[src/rtl/wallace_mac_pipe_if.sv]
// Stream bundle for wallace_mac_pipe: input beat channel plus result channel.
//   in_valid/in_ready    input beat handshake
//   in_a/in_b            DWI-bit operands
//   in_signed            1: both operands two's complement, 0: both unsigned
//   in_first/in_last     accumulation group markers
//   out_valid/out_ready  result handshake
//   out_acc/out_ovf      accumulated group result and sticky group overflow
// master: beat producer / result consumer. slave: the MAC.
interface wallace_mac_pipe_if #(
  parameter int DWI  = 8,
  parameter int ACCW = 24
);
  logic            in_valid;
  logic            in_ready;
  logic [DWI-1:0]  in_a;
  logic [DWI-1:0]  in_b;
  logic            in_signed;
  logic            in_first;
  logic            in_last;
  logic            out_valid;
  logic            out_ready;
  logic [ACCW-1:0] out_acc;
  logic            out_ovf;

  modport master (
    output in_valid, in_a, in_b, in_signed, in_first, in_last, out_ready,
    input  in_ready, out_valid, out_acc, out_ovf
  );
  modport slave (
    input  in_valid, in_a, in_b, in_signed, in_first, in_last, out_ready,
    output in_ready, out_valid, out_acc, out_ovf
  );
endinterface

[src/rtl/wallace_mac_pipe.sv]
// wallace_mac_pipe: 3-stage pipelined Wallace-tree multiply-accumulate.
//   S1: Baugh-Wooley partial products, CSA levels down to <=4 rows.
//   S2: CSA levels down to 2 rows.
//   S3: prefix-carry (CLA) final add, extend, accumulate, register result.
// Ports:
//   clk     rising-edge clock
//   rst_n   asynchronous active-low reset
//   io_mac  wallace_mac_pipe_if.slave (beat in, result out)
// Config macro: WALLACE_MAC_SAT_EN -- clamp accumulator on overflow
//   (default: wrap modulo 2^ACCW). out_ovf is reported either way.
module wallace_mac_pipe #(
  parameter int DWI  = 8,
  parameter int ACCW = 24
) (
  input  logic clk,
  input  logic rst_n,
  wallace_mac_pipe_if.slave io_mac
);
  localparam int PW = 2*DWI;
  localparam int NR = DWI + 1;       // DWI product rows + one Baugh-Wooley constant row
  localparam int IW = $clog2(NR);    // NR is odd, so IW also covers the value NR

  typedef logic [NR-1:0][PW-1:0] rows_t;
  typedef struct packed { logic sgn; logic first; logic last; } tag_t;

  // Carry-save reduce n0 rows until at most tgt remain. Row counts are
  // elaboration constants, so every level unrolls into plain 3:2 compressors.
  function automatic rows_t csa_reduce(input rows_t r, input int n0, input int tgt);
    rows_t cur, nxt;
    int n;
    logic [IW-1:0] m;
    cur = r;
    n   = n0;
    for (int lvl = 0; lvl < NR; lvl++) begin
      if (n > tgt) begin
        nxt = '0;
        m   = '0;
        for (int g = 0; g < NR/3; g++) begin
          if (3*g+2 < n) begin
            nxt[m] = cur[IW'(3*g)] ^ cur[IW'(3*g+1)] ^ cur[IW'(3*g+2)];
            m = m + 1'b1;
            nxt[m] = ((cur[IW'(3*g)]   & cur[IW'(3*g+1)]) |
                      (cur[IW'(3*g)]   & cur[IW'(3*g+2)]) |
                      (cur[IW'(3*g+1)] & cur[IW'(3*g+2)])) << 1;
            m = m + 1'b1;
          end
        end
        for (int k = 0; k < NR; k++) begin
          if (k >= 3*(n/3) && k < n) begin
            nxt[m] = cur[IW'(k)];
            m = m + 1'b1;
          end
        end
        cur = nxt;
        n   = int'(m);
      end
    end
    return cur;
  endfunction

  logic [3:1]           r_vld_pipe;
  tag_t                 r_tag1, r_tag2;
  logic [3:0][PW-1:0]   r_rows1;
  logic [1:0][PW-1:0]   r_rows2;
  logic [ACCW-1:0]      r_acc, r_out_acc;
  logic                 r_ovf, r_out_ovf;

  rows_t                w_pp, w_s2_in;
  logic [3:0][PW-1:0]   w_s1;
  logic [1:0][PW-1:0]   w_s2;
  logic [PW-1:0]        w_cg, w_cp, w_prod;
  logic [ACCW-1:0]      w_ext, w_acc_nxt;
  logic [ACCW:0]        w_sum;
  logic                 w_ovf_now, w_ovf_nxt, w_stall;

  // A pending, unaccepted result freezes the whole pipe including the accumulator.
  assign w_stall          = r_vld_pipe[3] & ~io_mac.out_ready;
  assign io_mac.in_ready  = ~w_stall;
  assign io_mac.out_valid = r_vld_pipe[3];
  assign io_mac.out_acc   = r_out_acc;
  assign io_mac.out_ovf   = r_out_ovf;

  // Baugh-Wooley: when signed, terms pairing exactly one operand MSB are
  // inverted and the constant 2^DWI + 2^(2DWI-1) is added (mod 2^(2DWI)).
  for (genvar gi = 0; gi < DWI; gi++) begin : g_pp
    localparam logic [DWI-1:0] MSK = (gi == DWI-1) ? ~(DWI'(1) << (DWI-1))
                                                   :  (DWI'(1) << (DWI-1));
    assign w_pp[gi] = PW'((io_mac.in_a & {DWI{io_mac.in_b[gi]}}) ^
                          (MSK & {DWI{io_mac.in_signed}})) << gi;
  end
  assign w_pp[DWI] = io_mac.in_signed ? ((PW'(1) << DWI) | (PW'(1) << (PW-1))) : '0;

  assign w_s1 = (4*PW)'(csa_reduce(w_pp, NR, 4));

  always_comb begin
    w_s2_in      = '0;
    w_s2_in[3:0] = r_rows1;
  end
  assign w_s2 = (2*PW)'(csa_reduce(w_s2_in, 4, 2));

  // Kogge-Stone prefix carries over the two remaining rows.
  always_comb begin
    w_cg = r_rows2[0] & r_rows2[1];
    w_cp = r_rows2[0] ^ r_rows2[1];
    for (int d = 1; d < PW; d = d*2) begin
      w_cg = w_cg | (w_cp & (w_cg << d));
      w_cp = w_cp & (w_cp << d);
    end
    w_prod = r_rows2[0] ^ r_rows2[1] ^ (w_cg << 1);
  end

  assign w_ext     = r_tag2.sgn ? ACCW'($signed(w_prod)) : ACCW'(w_prod);
  assign w_sum     = {1'b0, r_acc} + {1'b0, w_ext};
  assign w_ovf_now = r_tag2.sgn ? ((r_acc[ACCW-1] == w_ext[ACCW-1]) &&
                                   (w_sum[ACCW-1] != r_acc[ACCW-1]))
                                : w_sum[ACCW];

`ifdef WALLACE_MAC_SAT_EN
  localparam logic [ACCW-1:0] SMAX = {1'b0, {(ACCW-1){1'b1}}};
  localparam logic [ACCW-1:0] SMIN = {1'b1, {(ACCW-1){1'b0}}};
`endif

  always_comb begin
    w_acc_nxt = w_sum[ACCW-1:0];
    w_ovf_nxt = r_ovf | w_ovf_now;
    if (r_tag2.first) begin
      w_acc_nxt = w_ext;          // a lone product always fits
      w_ovf_nxt = 1'b0;
    end
`ifdef WALLACE_MAC_SAT_EN
    else if (r_ovf) begin
      w_acc_nxt = r_acc;          // stays clamped until the next first
    end else if (w_ovf_now) begin
      // Overflow only happens when both addends share the product's sign.
      w_acc_nxt = r_tag2.sgn ? (w_ext[ACCW-1] ? SMIN : SMAX) : '1;
    end
`endif
  end

  always_ff @(posedge clk or negedge rst_n) begin
    if (!rst_n) begin
      r_vld_pipe <= '0;
      r_tag1     <= '0;
      r_tag2     <= '0;
      r_rows1    <= '0;
      r_rows2    <= '0;
      r_acc      <= '0;
      r_ovf      <= 1'b0;
      r_out_acc  <= '0;
      r_out_ovf  <= 1'b0;
    end else if (!w_stall) begin
      r_vld_pipe[1] <= io_mac.in_valid;
      r_tag1        <= '{sgn: io_mac.in_signed, first: io_mac.in_first, last: io_mac.in_last};
      r_rows1       <= w_s1;
      r_vld_pipe[2] <= r_vld_pipe[1];
      r_tag2        <= r_tag1;
      r_rows2       <= w_s2;
      r_vld_pipe[3] <= r_vld_pipe[2] & r_tag2.last;
      if (r_vld_pipe[2]) begin
        r_acc <= w_acc_nxt;
        r_ovf <= w_ovf_nxt;
        if (r_tag2.last) begin
          r_out_acc <= w_acc_nxt;
          r_out_ovf <= w_ovf_nxt;
        end
      end
    end
  end
endmodule

[src/flat_wrapper.sv]
// flat-port wrapper written by rule: the top's interface ports become plain ports
module wallace_mac_pipe_flat 
#(
  parameter int DWI  = 8,
  parameter int ACCW = 24
)
  (clk, rst_n, io_mac_in_valid, io_mac_in_a, io_mac_in_b, io_mac_in_signed, io_mac_in_first, io_mac_in_last, io_mac_out_ready, io_mac_in_ready, io_mac_out_valid, io_mac_out_acc, io_mac_out_ovf);
  wallace_mac_pipe_if #(.DWI(DWI), .ACCW(ACCW)) io_mac_i ();
  input  logic clk;
  input  logic rst_n;
  input wire logic [$bits(io_mac_i.in_valid)-1:0] io_mac_in_valid;
  input wire logic [$bits(io_mac_i.in_a)-1:0] io_mac_in_a;
  input wire logic [$bits(io_mac_i.in_b)-1:0] io_mac_in_b;
  input wire logic [$bits(io_mac_i.in_signed)-1:0] io_mac_in_signed;
  input wire logic [$bits(io_mac_i.in_first)-1:0] io_mac_in_first;
  input wire logic [$bits(io_mac_i.in_last)-1:0] io_mac_in_last;
  input wire logic [$bits(io_mac_i.out_ready)-1:0] io_mac_out_ready;
  output wire logic [$bits(io_mac_i.in_ready)-1:0] io_mac_in_ready;
  output wire logic [$bits(io_mac_i.out_valid)-1:0] io_mac_out_valid;
  output wire logic [$bits(io_mac_i.out_acc)-1:0] io_mac_out_acc;
  output wire logic [$bits(io_mac_i.out_ovf)-1:0] io_mac_out_ovf;
  assign io_mac_i.in_valid = io_mac_in_valid;
  assign io_mac_i.in_a = io_mac_in_a;
  assign io_mac_i.in_b = io_mac_in_b;
  assign io_mac_i.in_signed = io_mac_in_signed;
  assign io_mac_i.in_first = io_mac_in_first;
  assign io_mac_i.in_last = io_mac_in_last;
  assign io_mac_i.out_ready = io_mac_out_ready;
  assign io_mac_in_ready = io_mac_i.in_ready;
  assign io_mac_out_valid = io_mac_i.out_valid;
  assign io_mac_out_acc = io_mac_i.out_acc;
  assign io_mac_out_ovf = io_mac_i.out_ovf;
  wallace_mac_pipe #(.DWI(DWI), .ACCW(ACCW)) u_core (.clk(clk), .rst_n(rst_n), .io_mac(io_mac_i));
endmodule
[config.mk]
export PLATFORM = sky130hd
export DESIGN_NAME = wallace_mac_pipe_flat
export DESIGN_NICKNAME = d
export VERILOG_FILES = /design/src/rtl/wallace_mac_pipe_if.sv /design/src/rtl/wallace_mac_pipe.sv /design/src/flat_wrapper.sv
export SDC_FILE = /design/constraint.sdc
export NUM_CORES = 1
export LEC_CHECK = 0
export ABC_CLOCK_PERIOD_IN_PS = 4700
export BUFFER_PORTS_ARGS = -buffer_cell sky130_fd_sc_hd__buf_2
export CORE_MARGIN = 2
export CORE_UTILIZATION = 30
export CTS_BUF_LIST = sky130_fd_sc_hd__clkbuf_4
export CTS_CLUSTER_SIZE = 25
export DETAILED_ROUTE_END_ITERATION = 7
export GPL_TIMING_DRIVEN = 0
export PLACE_DENSITY = 0.51
export SYNTH_ARGS = -nofsm -noshare
export SYNTH_HDL_FRONTEND = slang
export SYNTH_SLANG_ARGS = --single-unit
[constraint.sdc]
create_clock -name clk -period 4.7 [get_ports clk]
set_input_delay 0.705 -clock clk [delete_from_list [all_inputs] [get_ports clk]]
set_output_delay 0.705 -clock clk [all_outputs]
set_load 0.02 [all_outputs]
Yosys cells after proc, flatten, opt, wreduce, memory -nomap -nowiden
Cells that the tools add are included.
- register bits: 136
- bits of input ports: 23
- output and inout bits: 27
- word-level logic and storage cells: 93
- add/sub/neg operators: 1
- eq/ne operators: 2
- muxes and demuxes: 4
- bitwise logic cells: 67
- reductions and logical operators: 3
- operators by type and width (kind ; number):
    15-bit bitwise AND ; 19
    16-bit bitwise XOR ; 11
    15-bit OR ; 10
    14-bit bitwise AND ; 4
    8-bit bitwise AND ; 7
    8-bit bitwise XOR ; 7
    24-bit 2-to-1 mux ; 2
    14-bit OR ; 2
    24-bit by 24-bit adder with 25-bit output ; 1
    7-bit bitwise AND ; 1
    7-bit bitwise XOR ; 1
    3-bit AND reduction ; 1
    1-bit bitwise AND ; 2
    1-bit 2-to-1 mux ; 2
    1-bit NOT ; 2
    2-bit AND reduction ; 1
    1-bit == test ; 1
    1-bit logical AND ; 1
    1-bit inequality test ; 1
    1-bit OR ; 1

Depth between registers and ports, before layout
- depth in word-level cells: 17
- depth in mapped cells: 17
- gate-level depth less buffers: 17

Worst setup path after synthesis
OpenSTA, ideal clock, no wires.
- path type: flip-flop to flip-flop
- start: register u_core.r_rows2[5] in the netlist's numbering
- end: register u_core.r_acc[23]
- arrival: 3.381 ns
- data required time: 4.617 ns
- path slack: 1.236 ns
- cell stages (with the launch flop): 18
- path buffers: 1
- cells stage by stage: dfrtp_1 ha_1 inv_1 fa_1 nor2b_1 o21a_1 nor2_1 xnor2_1 ha_1 clkbuf_2 nand4_1 or4_4 a31oi_4 a211oi_4 nor2_1 ha_1 or3_1 o21ai_0
- word-level cells in the longest chain between the ends: 12
- ends and longest elaborated chain (item ; RTL line ; text):
    start, declared ; wallace_mac_pipe.sv:64 ; logic [1:0][PW-1:0] r_rows2;
    start signal, assigned ; wallace_mac_pipe.sv:157 ; r_rows2 <= w_s2;
    16-bit bitwise XOR / 15-bit bitwise AND (equally long branches) ; wallace_mac_pipe.sv:104, wallace_mac_pipe.sv:103 ;
    15-bit bitwise AND ; wallace_mac_pipe.sv:106 ; w_cg = w_cg | (w_cp & (w_cg << d));
    15-bit OR ; wallace_mac_pipe.sv:106 ;
    15-bit bitwise AND ; wallace_mac_pipe.sv:106 ;
    15-bit OR ; wallace_mac_pipe.sv:106 ;
    15-bit bitwise AND ; wallace_mac_pipe.sv:106 ;
    15-bit OR (2 in a row) ; wallace_mac_pipe.sv:106 ;
    16-bit bitwise XOR * ; wallace_mac_pipe.sv:109 ; w_prod = r_rows2[0] ^ r_rows2[1] ^ (w_cg << 1);
    24-bit 2-to-1 mux * ; wallace_mac_pipe.sv:112 ; assign w_ext = r_tag2.sgn ? ACCW'($signed(w_prod)) : ACCW'(w_prod);
    24-bit by 24-bit adder with 25-bit output ; wallace_mac_pipe.sv:113 ; assign w_sum = {1'b0, r_acc} + {1'b0, w_ext};
    24-bit 2-to-1 mux * ; wallace_mac_pipe.sv:126 ; if (r_tag2.first) begin
    end signal, assigned ; wallace_mac_pipe.sv:160 ; r_acc <= w_acc_nxt;
    end, declared ; wallace_mac_pipe.sv:65 ; logic [ACCW-1:0] r_acc, r_out_acc;
Every way passes the cells marked *; elsewhere a longest branch is shown, timed or not.
A chain may end at the register's enable or synchronous reset.

Worst setup path after layout
- start: register u_core.r_rows2[21] in the netlist's numbering
- end: register u_core.r_out_ovf (netlist: u_core.io_mac.out_ovf)
- word-level cells in the longest chain between the ends: 16
- ends and longest elaborated chain (item ; RTL line ; text):
    16-bit bitwise XOR / 15-bit bitwise AND (equally long branches) ; wallace_mac_pipe.sv:104, wallace_mac_pipe.sv:103 ;
    15-bit bitwise AND ; wallace_mac_pipe.sv:106 ;
    15-bit OR ; wallace_mac_pipe.sv:106 ;
    15-bit bitwise AND ; wallace_mac_pipe.sv:106 ;
    15-bit OR ; wallace_mac_pipe.sv:106 ;
    15-bit bitwise AND ; wallace_mac_pipe.sv:106 ;
    15-bit OR (2 in a row) ; wallace_mac_pipe.sv:106 ;
    16-bit bitwise XOR * ; wallace_mac_pipe.sv:109 ;
    24-bit 2-to-1 mux * ; wallace_mac_pipe.sv:112 ;
    24-bit by 24-bit adder with 25-bit output ; wallace_mac_pipe.sv:113 ;
    1-bit inequality test ; wallace_mac_pipe.sv:115 ; (w_sum[ACCW-1] != r_acc[ACCW-1]))
    1-bit logical AND ; wallace_mac_pipe.sv:114 ; assign w_ovf_now = r_tag2.sgn ? ((r_acc[ACCW-1] == w_ext[ACCW-1]) &&
    1-bit 2-to-1 mux * ; wallace_mac_pipe.sv:114 ;
    1-bit OR * ; wallace_mac_pipe.sv:125 ; w_ovf_nxt = r_ovf | w_ovf_now;
    1-bit 2-to-1 mux * ; wallace_mac_pipe.sv:126 ;
    end signal, assigned ; wallace_mac_pipe.sv:164 ; r_out_ovf <= w_ovf_nxt;
    end, declared ; wallace_mac_pipe.sv:66 ; logic r_ovf, r_out_ovf;
Marks and branches as above.

==> results.toml <==
[pwr]
intPower_w = 0.00247
switching_share_pct = 46.8
p_leak_nw = 3.60
power_frac_comb_pct = 57.5
clkPwrFrac_pct = 11.9
ir_drop_mv = 0.208
seq_power_share_pct = 30.7
total_power_w = 0.00463
cellPowerDensity_nw_per_um2 = 626
p_switching_w = 0.00217

[detailed_routing]
wire_per_inst_um = 14.9
drtPass1Iterations = 4
drt_iter0_drc = 230
wl_mm = 16.2
vias_per_cell = 4.69
vias = 5096
drcViolationCount = 0
ant_nets = 0

[sta]
min_period_ps = 4020
grt_setup_unrepaired = "false"
clock_skew_ps = 19.7
max-slew-margin-rel_pct = 50.4
finalSetupTns_ps = 0
setup_viol = 0
tightest_slew_ps = 744
fmax_mhz = 249
slew_violations = 0
hold_viol_final = 0
fin_crit_sh_pct = 85.5

[die]
coreArea_um2 = 21800
row_count = 54
io_pins = 50
die_w_um = 152
die_h_um = 152
initial_core_util_pct = 30.4
die-area_um2 = 23200

[yosys]
synthMuxAreaShare_pct = 1.38
seq_area_frac_synth_pct = 40.9
synth_fp_nets = 831
yosys.area_share.xor_xnor_pct = 4.90
synth_edf_count = 0
synth_compound_area_share_pct = 12.9
synth_top_family_by_area = "simple AND/OR/NAND/NOR gates"
synth_area_um2 = 6610
avgSynthCellArea_um2 = 8.92
async_reset_ff_share_pct = 100
netlist_instances = 741
synthAdderAreaFrac_pct = 15.2
synthDistinctLibCells = 54
yosysWarnings = 0
yosys.area_share.simple_pct = 20.7
ys.flop_type = "dfrtp_1"
ys_ff_latch = 108

[setup_path]
r2r_slack_ps = 680
critical_path_class = "register to register"
timing.rr.end = "u_core.io_mac.out_ovf"
crit_fanout = 8
worstPathRequired_ps = 5100
worstRegToRegCells = 16
critPathArrivalTime_ps = 4420
timing.rr.start = "u_core.r_rows2[21]"
end_kind = "register"
start_kind = "register"

[global_routing]
grt_pass1_wl_mm = 27.4
grt_pass1_vias = 5181
grt_max_degree = 63
antenna_found_initial = 1
gr-total-overflow = 0
grt.total_usage_pct = 14.6

[clock_network]
htree_levels = 3
cts.repair.resized = 0
clock_path_buffers = 2
cts-buffers-inserted = 9
cts_sinks = 108
clk_pin_slew_ps = 180
clk_root_buffer_cell = "clkbuf_4"
cts_setup_buffers = 0
clock_latency_ps = 490
cts_tree = "yes"
cts_hold_buf = 0

[placed_design]
gp_congestion = 0.800
dpl.hpwl_mm = 12.2
port_buffers = 47

[finish]
layout-drive-gt1-share_pct = 9.19
area_delta_synth_final_pct = 11.9
final_nets = 890
utilization_pct = 34.0

[min_path]
min_path_type = "input pin to async pin"

[run]
max_cap_viol_count = 0

[run_status]
outcome = "finished clean"
==> worst max-delay path: stages (launching register included) <==
cell	delay, ps
dfrtp_1	400
ha_1	180
inv_1	60
fa_1	400
nor2b_1	190
o21bai_1	80
a21boi_0	290
o41ai_1	130
xnor2_1	400
ha_1	360
nand2_1	110
nor2_1	90
a211oi_4	400
nor2_1	110
ha_1	190
a221o_1	340
a22o_1	200
==> state kept, by name (all words and copies together) (netlist names) <==
| signal | count |
|---|---|
| u_core.io_mac.out_acc | 24 |
| u_core.io_mac.out_ovf | 1 |
| u_core.r_acc | 24 |
| u_core.r_ovf | 1 |
| u_core.r_rows1 | 26 |
| u_core.r_rows2 | 23 |
| u_core.r_tag1 | 3 |
| u_core.r_tag2 | 3 |
| u_core.r_vld_pipe | 3 |
==> cell usage after synthesis (3+ instances only) <==
library cell	n	area, um2
o21ai_0	63	315
ha_1	45	563
a31oi_1	5	31.3
clkbuf_1	19	71.3
o21bai_1	3	22.5
nand4_1	7	43.8
nor2b_1	6	37.5
o21a_1	6	45.0
o31ai_1	4	30.0
a21o_1	7	52.6
nor3_1	8	40.0
dfrtp_1	108	2700
or4_1	3	22.5
a21oi_1	27	135
nand2_1	227	852
a211oi_1	3	22.5
and2_1	21	131
o22ai_1	4	25.0
xnor2_1	19	166
nand3_1	11	55.1
and3_1	3	18.8
fa_1	22	440
inv_1	32	120
a221o_1	3	30.0
nor2_1	17	63.8
mux2i_1	8	80.1
or3_1	5	31.3
buf_1	5	18.8
xor2_1	18	158
==> placed cells by master, fill, tap and decap left out, drive strengths merged, types with 4 or more instances in the layout <==
master	count
a211oi	4
nand2	227
buf	58
o22ai	4
o31ai	4
mux2i	8
o21a	6
nor2	17
xor2	18
nand3	11
clkinv	4
a21o	7
o21ai	63
dfrtp	108
a21oi	28
xnor2	19
fa	22
inv	34
nor3	8
or3	5
clkbuf	29
or4	4
a31oi	6
and2	22
nand4	7
ha	45
nor2b	6
==> per-layer routing <==
layer,track usage [%],wire length [um],vias to the layer above
li1,-,-,2602
met1,19.4,7750,2408
met2,24.8,7730,82
met3,3.10,584,4
met4,2.65,94,0
met5,0,0,-
==> stage by stage <==
stage | hold slack (ps) | worst slack [ps] | cells | area (um2)
6_report | 138 | 682 | 1086 | 7400
5_1_grt | 111 | 415 | 1086 | 7400
4_1_cts | 108 | 708 | 1085 | 7400
3_5_place_dp | 457 | 732 | 1069 | 7230
3_3_place_gp | 455 | 757 | 1068 | 7200
2_1_floorplan | 409 | 1240 | 741 | 6610
==> cell type report <==
cell class / instances / area (um2)
well taps: 280 / 350
multi-input cells: 569 / 3640
inverters: 33 / 124
clock buffers: 9 / 67.6
fillers: 2325 / 14400
diodes: 1 / 2.50
repair buffers: 48 / 269
clock inverters: 7 / 98.8
flip-flops and latches: 108 / 2700
plain buffers: 31 / 146
==> worst max path at each step <==
stage	startpoint	endpoint	slack, ps	cells after the start
after global placement	u_core.r_rows2[21]	u_core.io_mac.out_ovf	760	16
after global routing	u_core.r_rows2[5]	u_core.io_mac.out_ovf	410	16
after detailed placement	u_core.r_rows2[21]	u_core.io_mac.out_ovf	730	16
final	u_core.r_rows2[21]	u_core.io_mac.out_ovf	680	16
after CTS	u_core.r_rows2[21]	u_core.io_mac.out_ovf	710	16
after floorplan	u_core.r_rows2[5]	u_core.r_acc[23]	1240	17
==> logic make-up after synthesis <==
logic type,Yosys count
xor+xnor,37
buf+inv,64
compound gates,139
flops,108
simple gates,317
fa+ha+maj,67
mux,9
==> power groups by stage <==
stage / Clock (W) / Sequential (W) / Combinational [W]
2_1_floorplan: 0 / 0.00149 / 0.00189
3_3_place_gp: 0 / 0.00144 / 0.00265
3_5_place_dp: 0 / 0.00144 / 0.00268
4_1_cts: 0.000579 / 0.00142 / 0.00270
5_1_grt: 0.000614 / 0.00147 / 0.00303
6_report: 0.000550 / 0.00142 / 0.00266
No activity file was read; power rests on OpenSTA's default activity.
